===== src/rtl/seq_divider_if.sv =====
// Start/operand/result bundle for seq_divider; master drives the request,
// slave (the divider) returns results and status.
interface seq_divider_if #(
    parameter int unsigned N = 4
);
    logic           St;
    logic [2*N-1:0] Dividend;
    logic [N-1:0]   Divisor;
    logic [N-1:0]   Quotient;
    logic [N-1:0]   Remainder;
    logic           V;
    logic           Busy;
    logic           Done;

    modport master (
        output St, Dividend, Divisor,
        input  Quotient, Remainder, V, Busy, Done
    );

    modport slave (
        input  St, Dividend, Divisor,
        output Quotient, Remainder, V, Busy, Done
    );
endinterface


===== src/rtl/seq_divider.sv =====
// Sequential restoring divider: 2N-bit / N-bit unsigned, one quotient bit per
// cycle, with overflow/divide-by-zero detection and a Busy/Done handshake.
module seq_divider #(
    parameter int unsigned N = 4
) (
    input  logic          CLK,
    input  logic          RST,
    seq_divider_if.slave  bus
);
    localparam int unsigned CW = (N > 1) ? $clog2(N) : 1;

    typedef enum logic [1:0] {IDLE, CHECK, RUN, DONE} state_t;

    state_t         state_q, state_d;
    logic [N:0]     r_q, r_d;
    logic [N-1:0]   q_q, q_d;
    logic [N-1:0]   y_q, y_d;
    logic [N-1:0]   quo_q, quo_d;
    logic [N-1:0]   rem_q, rem_d;
    logic [CW-1:0]  cnt_q, cnt_d;
    logic           v_q, v_d;
    logic           busy_q, busy_d;
    logic           done_q, done_d;

    logic [N:0]     t_c;
    logic [N:0]     diff_c;
    logic           ge_c;

    always_ff @(posedge CLK or posedge RST) begin
        if (RST) begin
            state_q <= IDLE;
            r_q     <= '0;
            q_q     <= '0;
            y_q     <= '0;
            quo_q   <= '0;
            rem_q   <= '0;
            cnt_q   <= '0;
            v_q     <= 1'b0;
            busy_q  <= 1'b0;
            done_q  <= 1'b0;
        end else begin
            state_q <= state_d;
            r_q     <= r_d;
            q_q     <= q_d;
            y_q     <= y_d;
            quo_q   <= quo_d;
            rem_q   <= rem_d;
            cnt_q   <= cnt_d;
            v_q     <= v_d;
            busy_q  <= busy_d;
            done_q  <= done_d;
        end
    end

    always_comb begin
        state_d = state_q;
        r_d     = r_q;
        q_d     = q_q;
        y_d     = y_q;
        quo_d   = quo_q;
        rem_d   = rem_q;
        cnt_d   = cnt_q;
        v_d     = v_q;

        // Shift in the next dividend bit and trial-subtract the divisor
        t_c    = {r_q[N-1:0], q_q[N-1]};
        diff_c = t_c - {1'b0, y_q};
        ge_c   = (t_c >= {1'b0, y_q});

        case (state_q)
            IDLE: begin
                if (bus.St) begin
                    r_d     = {1'b0, bus.Dividend[2*N-1:N]};
                    q_d     = bus.Dividend[N-1:0];
                    y_d     = bus.Divisor;
                    v_d     = 1'b0;
                    cnt_d   = '0;
                    state_d = CHECK;
                end
            end
            CHECK: begin
                // Upper half >= divisor means the quotient cannot fit N bits
                if ((y_q == '0) || (r_q >= {1'b0, y_q})) begin
                    v_d     = 1'b1;
                    quo_d   = '0;
                    rem_d   = '0;
                    state_d = DONE;
                end else begin
                    state_d = RUN;
                end
            end
            RUN: begin
                if (ge_c) begin
                    r_d = diff_c;
                    q_d = {q_q[N-2:0], 1'b1};
                end else begin
                    r_d = t_c;
                    q_d = {q_q[N-2:0], 1'b0};
                end
                cnt_d = cnt_q + CW'(1);
                if (cnt_q == CW'(N - 1)) begin
                    quo_d   = q_d;
                    rem_d   = r_d[N-1:0];
                    state_d = DONE;
                end
            end
            DONE: begin
                state_d = IDLE;
            end
            default: begin
                state_d = IDLE;
            end
        endcase

        busy_d = (state_d != IDLE);
        done_d = (state_d == DONE);
    end

    assign bus.Quotient  = quo_q;
    assign bus.Remainder = rem_q;
    assign bus.V         = v_q;
    assign bus.Busy      = busy_q;
    assign bus.Done      = done_q;

endmodule

===== src/flat_wrapper.sv =====
// flat-port wrapper written by rule: the top's interface ports become plain ports
module seq_divider_flat 
#(
    parameter int unsigned N = 4
)
  (CLK, RST, bus_St, bus_Dividend, bus_Divisor, bus_Quotient, bus_Remainder, bus_V, bus_Busy, bus_Done);
  seq_divider_if #(.N(N)) bus_i ();
  input  logic CLK;
  input  logic RST;
  input wire logic [$bits(bus_i.St)-1:0] bus_St;
  input wire logic [$bits(bus_i.Dividend)-1:0] bus_Dividend;
  input wire logic [$bits(bus_i.Divisor)-1:0] bus_Divisor;
  output wire logic [$bits(bus_i.Quotient)-1:0] bus_Quotient;
  output wire logic [$bits(bus_i.Remainder)-1:0] bus_Remainder;
  output wire logic [$bits(bus_i.V)-1:0] bus_V;
  output wire logic [$bits(bus_i.Busy)-1:0] bus_Busy;
  output wire logic [$bits(bus_i.Done)-1:0] bus_Done;
  assign bus_i.St = bus_St;
  assign bus_i.Dividend = bus_Dividend;
  assign bus_i.Divisor = bus_Divisor;
  assign bus_Quotient = bus_i.Quotient;
  assign bus_Remainder = bus_i.Remainder;
  assign bus_V = bus_i.V;
  assign bus_Busy = bus_i.Busy;
  assign bus_Done = bus_i.Done;
  seq_divider #(.N(N)) u_core (.CLK(CLK), .RST(RST), .bus(bus_i));
endmodule

===== config.mk =====
export PLATFORM = sky130hd
export DESIGN_NAME = seq_divider_flat
export DESIGN_NICKNAME = d
export VERILOG_FILES = /design/src/rtl/seq_divider_if.sv /design/src/rtl/seq_divider.sv /design/src/flat_wrapper.sv
export SDC_FILE = /design/constraint.sdc
export NUM_CORES = 1
export LEC_CHECK = 0
export CAP_MARGIN = 20
export CORE_MARGIN = 4
export CORE_UTILIZATION = 47
export DETAILED_ROUTE_END_ITERATION = 12
export HOLD_SLACK_MARGIN = 0.02
export PLACE_DENSITY = 0.75
export REMOVE_ABC_BUFFERS = 1
export SYNTH_ARGS = -nofsm -noshare
export SYNTH_HDL_FRONTEND = slang
export SYNTH_SLANG_ARGS = --single-unit

===== constraint.sdc =====
create_clock -name CLK -period 1.8 [get_ports CLK]
set_clock_uncertainty 0.05 [all_clocks]
set_input_delay 0.27 -clock CLK [delete_from_list [all_inputs] [get_ports CLK]]
set_output_delay 0.27 -clock CLK [all_outputs]
set_load 0.05 [all_outputs]

==> results of run 1 <==
[registers in the layout, summed over array words and instances, names as in the netlist]
register              count
u_core.bus.Busy           1
u_core.bus.Done           1
u_core.bus.Quotient       4
u_core.bus.Remainder      4
u_core.bus.V              1
u_core.cnt_q              2
u_core.q_q                4
u_core.r_q                5
u_core.state_q            2
u_core.y_q                4
[area by class of cell]
type / count / area (µm²)
multi-input combinational: 100 / 936
timing repair buffer: 55 / 479
tap: 44 / 55.1
clock buffer: 4 / 36.3
fill: 221 / 857
inverter: 17 / 63.8
sequential: 28 / 701
[metrics by stage]
stage	area (µm²)	worst slack, ps	TNS, ps	hold slack [ps]	std cells
final	2270	-209	-2240	233	248
after global routing	2270	-290	-3400	258	248
after CTS	2160	-285	-2450	234	244
after detailed placement	2000	-320	-3800	426	236
after global placement	2000	-264	-2800	401	236
after floorplan	1550	-599	-8090	285	145
[routing by layer]
metal  vias up  track usage  routed length, µm
li1        633            -                  -
met1       630        0.236               1590
met2        18        0.330               2110
met3         2       0.0255                108
met4         0       0.0584                 15
met5         -            0                  0
[path summary, 6_finish.rpt]
| kind | cells after the start | end | slack [ps] |
|---|---|---|---|
| setup / recovery | 7 | u_core.bus.Remainder[2]$_DFFE_PP0P_ | -210 |
| hold / removal | 3 | u_core.bus.V$_DFFE_PP0P_ | 230 |
| setup reg to reg | 7 | u_core.bus.Remainder[2]$_DFFE_PP0P_ | -210 |
| hold reg to reg | 1 | u_core.q_q[0]$_DFFE_PP0P_ | 450 |
| max in group asynchronous | 3 | u_core.r_q[2]$_DFFE_PP0P_ | 1200 |
| min in group CLK | 1 | u_core.q_q[0]$_DFFE_PP0P_ | 450 |
[layout by cell type, fill, tap and decap left out, types with 2 or more instances in the layout]
cell type / count
buf_4: 35
dfrtp_1: 28
clkdlybuf4s50_1: 14
inv_1: 12
nand2_1: 12
o21ai_0: 8
ha_1: 8
mux2_4: 7
nor2_1: 5
inv_2: 5
buf_6: 5
a21oi_1: 4
mux2_2: 4
ha_4: 4
nand2_2: 3
a21o_1: 3
clkbuf_4: 3
a21oi_2: 2
xnor2_1: 2
o31a_1: 2
a211oi_2: 2
o21ai_2: 2
nand2b_1: 2
and2_1: 2
o311a_1: 2
nor2b_1: 2
o21ai_1: 2
[what timing repair did]
item | 4_1_cts | 5_1_grt
setup endpoints to repair | 17 | 17
gates resized for setup | 19 | 22
setup buffers | 4 | 4
pin swaps | 9 | 18
[worst reg2reg max path: cells and delay by family, from the launching register on]
family / cells / cell delay [ps]
buffers and inverters: 1 / 90
adder cells (fa/ha/maj): 1 / 240
multiplexers: 1 / 320
AO/OA/AOI/OAI: 3 / 650
flip-flops: 1 / 420
AND/OR/NAND/NOR: 1 / 140
[logic make-up (layout without fill, tap and decap cells)]
| logic type | Yosys count | in the layout | synth area share |
|---|---|---|---|
| AOI/OAI and AO/OA | 39 | 39 | 0.169 |
| DFF | 28 | 28 | 0.444 |
| muxes | 12 | 12 | 0.102 |
| and+or+nand+nor | 34 | 34 | 0.105 |
| buffers and inverters | 22 | 76 | 0.0611 |
| adders and majority gates | 13 | 13 | 0.108 |
| xor gates and xnor gates | 2 | 2 | 0.0111 |
==> impl_results.md, run 1 <==
* Status: complete, but fails checks
* Failing checks: setup timing
* TritonCTS clock tree: yes
* Starting Density at 0.504
* Worst R2R Start: u_core.r_q[0]$_DFFE_PP0P_
* Dominant synthesized flop cell: dfrtp_1
* Detailed Routing Iterations Pass 1 at 4
* Die height at 65.9 µm
* Max Freq at about 500 MHz
* Top-count cell post-synth: dfrtp_1
* Yosys top cell by area: dfrtp_1
* Area share of the leading cell type in the synthesized netlist at 0.444
* Tightest Hold Check Type: input pin to async pin
* Mapped Cells at 150
* H-tree Lvls at 1
* Total GRT Usage at 0.187
* Final period demand of the worst path at ~2000 ps
* CP max stage delay at around 420 ps
* Synth-to-layout area growth at 43.9%
* Final Util at 0.726
* Detailed Place HPWL at 2690 µm
* GR Overflow Total at 0
* Syn avg cell area at between 10 and 15 µm²
* CP max stage cell: dfrtp_1
* Clk slew on worst S/H paths at roughly 150 ps
* DR vias at around 1300
* Inserted Diodes at 0
* Max-cap violations at 0
* Setup crit end kind: register
* CP delay by family, top: compound AO/OA/AOI/OAI gates
* Asr flop ratio synth at 1.00
* Largest net degree at the start of global routing at 29
* Initial antenna violation count at 0
* Setup ws final at -209 ps
* Sequential share of the synthesized area at 0.444
* Die area at between 4000 and 5000 µm²
* Final #Nets at between 200 and 250
* CORE AREA at approximately 3100 µm²
* DRT iter0 DRCs at 53
* EDFF count, synth at 0
* Die width at roughly 66 µm
* CTS buffer count at 3
* DRT antenna net count at 0
* Site row count at 20
* RSZ-0062 raised after global routing: yes
* I/O pin cnt at 26
* Rel. slew slack at 0.762
* WL per Instance at ~15 µm
* Port Buf Inserts at 25
* Fin crit share at 1.12
* CP Class: register to register
* Synth Warn # at 0
* Buf/Inv on CP at 1
* Endpoints failing setup at 14
* Critical-path cell list: inv_1 > ha_1 > nand2b_4 > a211oi_2 > o21ai_2 > o221a_4 > mux2_4
* Worst-path maximum fanout at 8
* # DRC at 0
* Global-route wire length before repair at between 6000 and 7000 µm
* Share of layout cells above drive strength 1 at 0.422
* Clock Tree Buf Depth at 2
* CTS hold repair buffers at 0
* Post-Syn Area at 1580 µm²
* Final Hold Fails at 0
* Fin. max-slew vios at 0
* CP arrival at about 2200 ps
* Largest cells by area after synthesis: dfrtp_1, ha_1, mux2_4
* Vias in the first global route at 1362
* Top cells by count, synth: dfrtp_1, inv_1, nand2_1, ha_1, o21ai_0
* Sink Count at 28
* CP Launch Type: register
* Crit path from: u_core.r_q[0]$_DFFE_PP0P_
* CTS Root Buffer Type: clkbuf_4
* Slew @ Worst Pin at ~360 ps
* Vias/cell at slightly above 5
* Worst skew pair latency at about 330 ps
* Req. time, crit path at 1980 ps
* GP Congestion at ~0.9
* Post-synth cell types at 39
* Flops & latches, synth at 28
* Total Wirelength at ~3800 µm
Power of run 1 is not shown: default switching activity piles up to over one toggle a cycle in this logic, so the estimate is an artifact.
==> inputs of run 2 (changes only) <==
- CORE_UTILIZATION: 47 -> 50
- DONT_BUFFER_PORTS: not set -> 1
- PLACE_DENSITY: 0.75 -> 0.68
==> run 2 against run 1 <==
The flow still finishes with violations (setup timing). Wire length is 3.9% lower. Sequential cell count stayed put. Via count is 7.1% lower. Global-route usage is 0.18 points lower. Fmax is 3.9% lower. First-iteration DRC count is 5.7% higher. Count of clock-buffer cells in the layout stayed put. Sequential share of layout area is 2.0 points higher. Non-clock buffer count is 21 lower. Cell area is 6.0% lower. Register-to-register slack worse by 80 ps. Critical path depth is 2 higher. Critical path type unchanged. Largest cell class unchanged.
==> impl_results.md, run 2 (synthesis gave the netlist of run 1 again) <==
* WL per Instance at 16.2 µm (was 15.4 µm)
* Final Hold Fails at 0 (unchanged)
* TritonCTS clock tree: yes (unchanged)
* # DRC at 0 (unchanged)
* Slew @ Worst Pin at 526 ps (was 357 ps)
* Req. time, crit path at 1990 ps (was 1980 ps)
* CTS buffer count at 3 (unchanged)
* Hold Path Cell Cnt at 2
* CP max stage cell: dfrtp_1 (unchanged)
* Sink Count at 28 (unchanged)
* H-tree Lvls at 1 (unchanged)
* Failing checks: setup timing (unchanged)
* Fin crit share at 1.16 (was 1.12)
* Vias in the first global route at 1280 (was 1362)
* Rel. slew slack at 0.650 (was 0.762)
* Max-cap violations at 0 (unchanged)
* CP max stage delay at 430 ps (was 420 ps)
* Clk slew on worst S/H paths at 160 ps (was 150 ps)
* Register-to-Register Path Depth at 9 (was 7)
* Tightest Hold Check Type: input pin to register (was input pin to async pin)
* CP Class: register to register (unchanged)
* Site row count at 20 (unchanged)
* Die height at 64.2 µm (was 65.9 µm)
* Share of layout cells above drive strength 1 at 0.383 (was 0.422)
* Clock Tree Buf Depth at 2 (unchanged)
* Max Freq at 478 MHz (was 498 MHz)
* Die area at 4120 µm² (was 4350 µm²)
* Internal reg-to-reg setup slack at -290 ps (was -210 ps)
* Worst-path maximum fanout at 8 (unchanged)
* Detailed Place HPWL at 2520 µm (was 2690 µm)
* I/O pin cnt at 26 (unchanged)
* Setup crit end kind: register (unchanged)
* R2r endpoint: u_core.bus.Remainder[0]$_DFFE_PP0P_ (was u_core.bus.Remainder[2]$_DFFE_PP0P_)
* CTS Root Buffer Type: clkbuf_4 (unchanged)
* Worst skew pair latency at 330 ps (about the same)
* CP delay by family, top: compound AO/OA/AOI/OAI gates (unchanged)
* CORE AREA at 3030 µm² (was 3130 µm²)
* GR Overflow Total at 0 (unchanged)
* Buf/Inv on CP at 3 (was 1)
* Fin. max-slew vios at 0 (unchanged)
* Die width at 64.2 µm (was 65.9 µm)
* Top reg by flops: u_core.r_q (unchanged)
* Setup ws final at -291 ps (was -209 ps)
* Vias/cell at 5.25 (was 5.17)
* Final period demand of the worst path at 2090 ps (was 2010 ps)
* Detailed Routing Iterations Pass 1 at 4 (unchanged)
* RSZ-0062 raised after global routing: yes (unchanged)
* CP Launch Type: register (unchanged)
* CP arrival at 2280 ps (was 2190 ps)
* Pre-CTS WS at -298 ps (was -320 ps)
* Largest net degree at the start of global routing at 29 (unchanged)
* Total GRT Usage at 0.185 (was 0.187)
* Most frequent cells in the layout: dfrtp_1, buf_4, inv_1 (was buf_4, dfrtp_1, clkdlybuf4s50_1)
* Starting Density at 0.521 (was 0.504)
* Worst Min Path Start: bus_Dividend[7]
* DRT iter0 DRCs at 56 (was 53)
* Port Buf Inserts at 0 (was 25)
* Worst R2R Start: u_core.r_q[0]$_DFFE_PP0P_ (unchanged)
* Total Wirelength at 3680 µm (was 3820 µm)
* Final #Nets at 212 (was 233)
* Max reg flops at 5 (unchanged)
* Initial antenna violation count at 0 (unchanged)
* Global-route wire length before repair at 5920 µm (was 6270 µm)
* Commonest non-fill, non-tap cell in the layout: dfrtp_1 (was buf_4)
* WP depth at 9 (was 7)
* Hold WS at 55.1 ps (was 233 ps)
* Status: complete, but fails checks (unchanged)
* Critical-path cell list: buf_6 > inv_4 > ha_4 > nand2b_4 > a211oi_4 > o21ai_2 > o221a_1 > buf_12 > mux2_4 (was inv_1 > ha_1 > nand2b_4 > a211oi_2 > o21ai_2 > o221a_4 > mux2_4)
* Synth-to-layout area growth at 35.4% (was 43.9%)
* GP Congestion at 0.790 (was 0.917)
* Hold worst-path end: u_core.r_q[3]$_DFFE_PP0P_
* Inserted Diodes at 0 (unchanged)
* Endpoints failing setup at 18 (was 14)
* DR vias at 1192 (was 1283)
* DRT antenna net count at 0 (unchanged)
==> run 2: cell types whose count changed in the layout (fill, tap and decap cells not counted), sizes merged <==
cell,before,now
clkdlybuf4s50,14,0
dlygate4sd3,0,5
buf,41,29
==> run 2: how the worst max path moves through the flow <==
stage,start,end,slack [ps]
2_1_floorplan,u_core.state_q[0]$_DFF_PP0_,u_core.cnt_q[1]$_DFFE_PP0P_,-600
3_5_place_dp,u_core.r_q[0]$_DFFE_PP0P_,u_core.r_q[1]$_DFFE_PP0P_,-300
3_3_place_gp,u_core.r_q[0]$_DFFE_PP0P_,u_core.r_q[0]$_DFFE_PP0P_,-250
4_1_cts,u_core.r_q[0]$_DFFE_PP0P_,u_core.bus.Remainder[2]$_DFFE_PP0P_,-290
6_report,u_core.r_q[0]$_DFFE_PP0P_,u_core.bus.Remainder[0]$_DFFE_PP0P_,-290
5_1_grt,u_core.r_q[0]$_DFFE_PP0P_,u_core.bus.Remainder[0]$_DFFE_PP0P_,-380
==> run 2: repair_timing <==
action,CTS,global route
endpoints found under the setup margin,17,18
pin swaps,12,10
buffers inserted,6,3
hold endpoints to repair,29,3
hold buffers,2,3
gates resized for setup,21,18
gates cloned,0,0
==> run 2: through the flow <==
| stage | TNS, ps | util | instance area (µm²) | instances |
|---|---|---|---|---|
| after floorplan | -8090 | - | 1550 | 145 |
| after global placement | -2320 | 0.586 | 1780 | 209 |
| after detailed placement | -3140 | 0.586 | 1780 | 209 |
| after CTS | -3090 | 0.655 | 1980 | 221 |
| after global routing | -4690 | 0.705 | 2140 | 227 |
| final | -3190 | 0.705 | 2140 | 227 |
==> run 2: worst register-to-register path, delay by kind of cell (launching register included) <==
| kind | cells | cell delay [ps] |
|---|---|---|
| flops | 1 | 430 |
| fa+ha+maj | 1 | 180 |
| compound gates | 3 | 560 |
| buf+inv | 3 | 340 |
| simple gates | 1 | 140 |
| mux | 1 | 300 |
==> run 2: final cells by class <==
cell class / count / area (µm²)
Fill cell: 211 / 892
Inverter: 17 / 66.3
Timing Repair Buffer: 34 / 319
Clock buffer: 4 / 36.3
Multi-Input combinational cell: 100 / 958
Sequential cell: 28 / 701
Tap cell: 44 / 55.1
==> run 2: layer usage <==
| layer | part of all wire | vias up | track usage |
|---|---|---|---|
| li1 | - | 587 | - |
| met5 | 0 | - | 0 |
| met2 | 0.50 | 22 | 0.311 |
| met1 | 0.44 | 571 | 0.241 |
| met4 | 0.028 | 0 | 0.0554 |
| met3 | 0.035 | 12 | 0.0369 |
Power of run 2 is left out for the same reason.
==> inputs of run 3 (changes only) <==
- CORE_UTILIZATION: 50 -> 45
- PLACE_DENSITY: 0.68 -> not set
- TNS_END_PERCENT: not set -> 100
==> run 3 against run 2 <==
Critical path type unchanged. Critical endpoint is now u_core.bus.Remainder[1]$_DFFE_PP0P_. Critical path depth fell by 2. Cell area decreased by 3.3%. Sequential cell count unchanged. Via count fell by 3.8%. Sequential share of layout area rose by 1.1 points. Final cell count down 2.2%. The run still ends with setup timing left. Core utilization decreased by 9.2 points. Largest cell class unchanged. Non-clock buffer count shrank 7.
==> impl_results.md, run 3 (synthesis gave the netlist of run 1 again) <==
* Status: complete, but fails checks (unchanged)
* Failing checks: setup timing (unchanged)
* Top reg by flops: u_core.r_q (unchanged)
* Die area at 4520 µm² (was 4120 µm²)
* Site row count at 21 (was 20)
* CP Launch Type: register (unchanged)
* Max Freq at 488 MHz (was 478 MHz)
* CP arrival at 2270 ps (was 2280 ps)
* Setup TNS at -2170 ps (was -3190 ps)
* CP Class: register to register (unchanged)
* DP Area at 1770 µm² (was 1780 µm²)
* Detailed Routing Iterations Pass 1 at 4 (unchanged)
* Pre-CTS WS at -364 ps (was -298 ps)
* Max-cap violations at 0 (unchanged)
* CORE AREA at 3360 µm² (was 3030 µm²)
* Worst-path maximum fanout at 7 (was 8)
* CTS buffer count at 3 (unchanged)
* Port Buf Inserts at 0 (unchanged)
* Setup ws final at -250 ps (was -291 ps)
* Share of layout cells above drive strength 1 at 0.381 (was 0.383)
* WL per Instance at 15.6 µm (was 16.2 µm)
* Vias/cell at 5.17 (was 5.25)
* Vias in the first global route at 1280 (unchanged)
* Most frequent cells in the layout: dfrtp_1, buf_4, inv_1, nand2_1, ha_1 (was dfrtp_1, buf_4, inv_1)
* Critical path endpoint: u_core.bus.Remainder[1]$_DFFE_PP0P_ (was u_core.bus.Remainder[0]$_DFFE_PP0P_)
* # DRC at 0 (unchanged)
* Crit path from: u_core.r_q[0]$_DFFE_PP0P_ (unchanged)
* Clk slew on worst S/H paths at 150 ps (was 160 ps)
* Die width at 67.2 µm (was 64.2 µm)
* Starting Density at 0.469 (was 0.521)
* Synth-to-layout area growth at 30.8% (was 35.4%)
* Clock Tree Buf Depth at 2 (unchanged)
* Sink Count at 28 (unchanged)
* Total Wirelength at 3460 µm (was 3680 µm)
* Fin. max-slew vios at 0 (unchanged)
* Inserted Diodes at 0 (unchanged)
* Detailed Place HPWL at 2550 µm (was 2520 µm)
* Slew @ Worst Pin at 502 ps (was 526 ps)
* Initial antenna violation count at 0 (unchanged)
* Endpoints failing setup at 14 (was 18)
* Rel. slew slack at 0.665 (was 0.650)
* Final Hold Fails at 0 (unchanged)
* DR vias at 1147 (was 1192)
* GP Congestion at 0.780 (was 0.790)
* Req. time, crit path at 2020 ps (was 1990 ps)
* Tightest Hold Check Type: input pin to register (unchanged)
* H-tree Lvls at 1 (unchanged)
* Worst R2R Start: u_core.r_q[0]$_DFFE_PP0P_ (unchanged)
* Die height at 67.2 µm (was 64.2 µm)
* CTS Root Buffer Type: clkbuf_4 (unchanged)
* I/O pin cnt at 26 (unchanged)
* DRT iter0 DRCs at 36 (was 56)
* Worst skew pair latency at 320 ps (was 330 ps)
* Global-route wire length before repair at 5850 µm (was 5920 µm)
* GR Overflow Total at 0 (unchanged)
* DRT antenna net count at 0 (unchanged)
* Register-to-Register Path Depth at 7 (was 9)
* Fillers at 301 (was 211)
* Largest net degree at the start of global routing at 29 (unchanged)
* Final Cell Area at 2060 µm² (was 2140 µm²)
* Commonest non-fill, non-tap cell in the layout: dfrtp_1 (unchanged)
* R2r endpoint: u_core.bus.Remainder[1]$_DFFE_PP0P_ (was u_core.bus.Remainder[0]$_DFFE_PP0P_)
* Fin crit share at 1.14 (was 1.16)
* Final period demand of the worst path at 2050 ps (was 2090 ps)
* Max reg flops at 5 (unchanged)
* Total GRT Usage at 0.170 (was 0.185)
* Final Util at 0.614 (was 0.705)
* Internal reg-to-reg setup slack at -250 ps (was -290 ps)
* Setup crit end kind: register (unchanged)
* Final #Nets at 205 (was 212)
* RSZ-0062 raised after global routing: yes (unchanged)
* TritonCTS clock tree: yes (unchanged)
[run 3: changes by cell type in the layout (fill, tap and decap cells not counted), sizes merged]
cell | previous run | this run
buf | 29 | 25
dlygate4sd3 | 5 | 2
[run 3: per-stage QoR]
| stage | hold slack [ps] | cells |
|---|---|---|
| final | 34.6 | 222 |
| after global routing | 21.4 | 222 |
| after CTS | 20.2 | 220 |
| after detailed placement | 207 | 210 |
| after global placement | 194 | 210 |
| after floorplan | 285 | 145 |
[run 3: final cells by class]
type | instances | area [µm²] | area share
repair buffers | 27 | 248 | 0.120
flip-flops and latches | 28 | 701 | 0.339
well taps | 46 | 57.6 | 0.0279
inverters | 17 | 63.8 | 0.0309
clock buffers | 4 | 36.3 | 0.0176
multi-input cells | 100 | 958 | 0.464
[run 3: layer usage]
layer  vias to the layer above  GRT usage  part of all wire
met5                         -          0                 0
met4                         0     0.0532            0.0093
met3                         4     0.0266             0.024
met2                        11      0.290              0.50
met1                       557      0.220              0.47
li1                        575          -                 -
[run 3: worst max-delay path, stage by stage (launching register included)]
cell and delay [ps]:
dfrtp_1 430, buf_6 130, ha_4 210, nor2b_4 120, o31a_1 330, or3_4 430
a21oi_4 150, mux2_4 160
[run 3: worst min-delay path by stage]
stage,start,endpoint,slack [ps],depth (start not counted)
finish,bus_Divisor[2],u_core.y_q[2]$_DFFE_PP0P_,30,1
global route,bus_Divisor[1],u_core.y_q[1]$_DFFE_PP0P_,20,1
global placement,RST,u_core.bus.Busy$_DFF_PP0_,190,2
CTS,bus_Divisor[2],u_core.y_q[2]$_DFFE_PP0P_,20,1
detailed placement,RST,u_core.state_q[0]$_DFF_PP0_,210,2
floorplan,RST,u_core.bus.Busy$_DFF_PP0_,290,1
[run 3: what timing repair did]
item / CTS / global route
setup endpoints to repair: 17 / 17
gates resized for setup: 20 / 19
endpoints found under the hold margin: 29 / 0
buffers inserted: 4 / 4
pin swaps: 7 / 11
cloned: 0 / 0
hold buffers: 2 / 0
Power of run 3 is left out for the same reason.
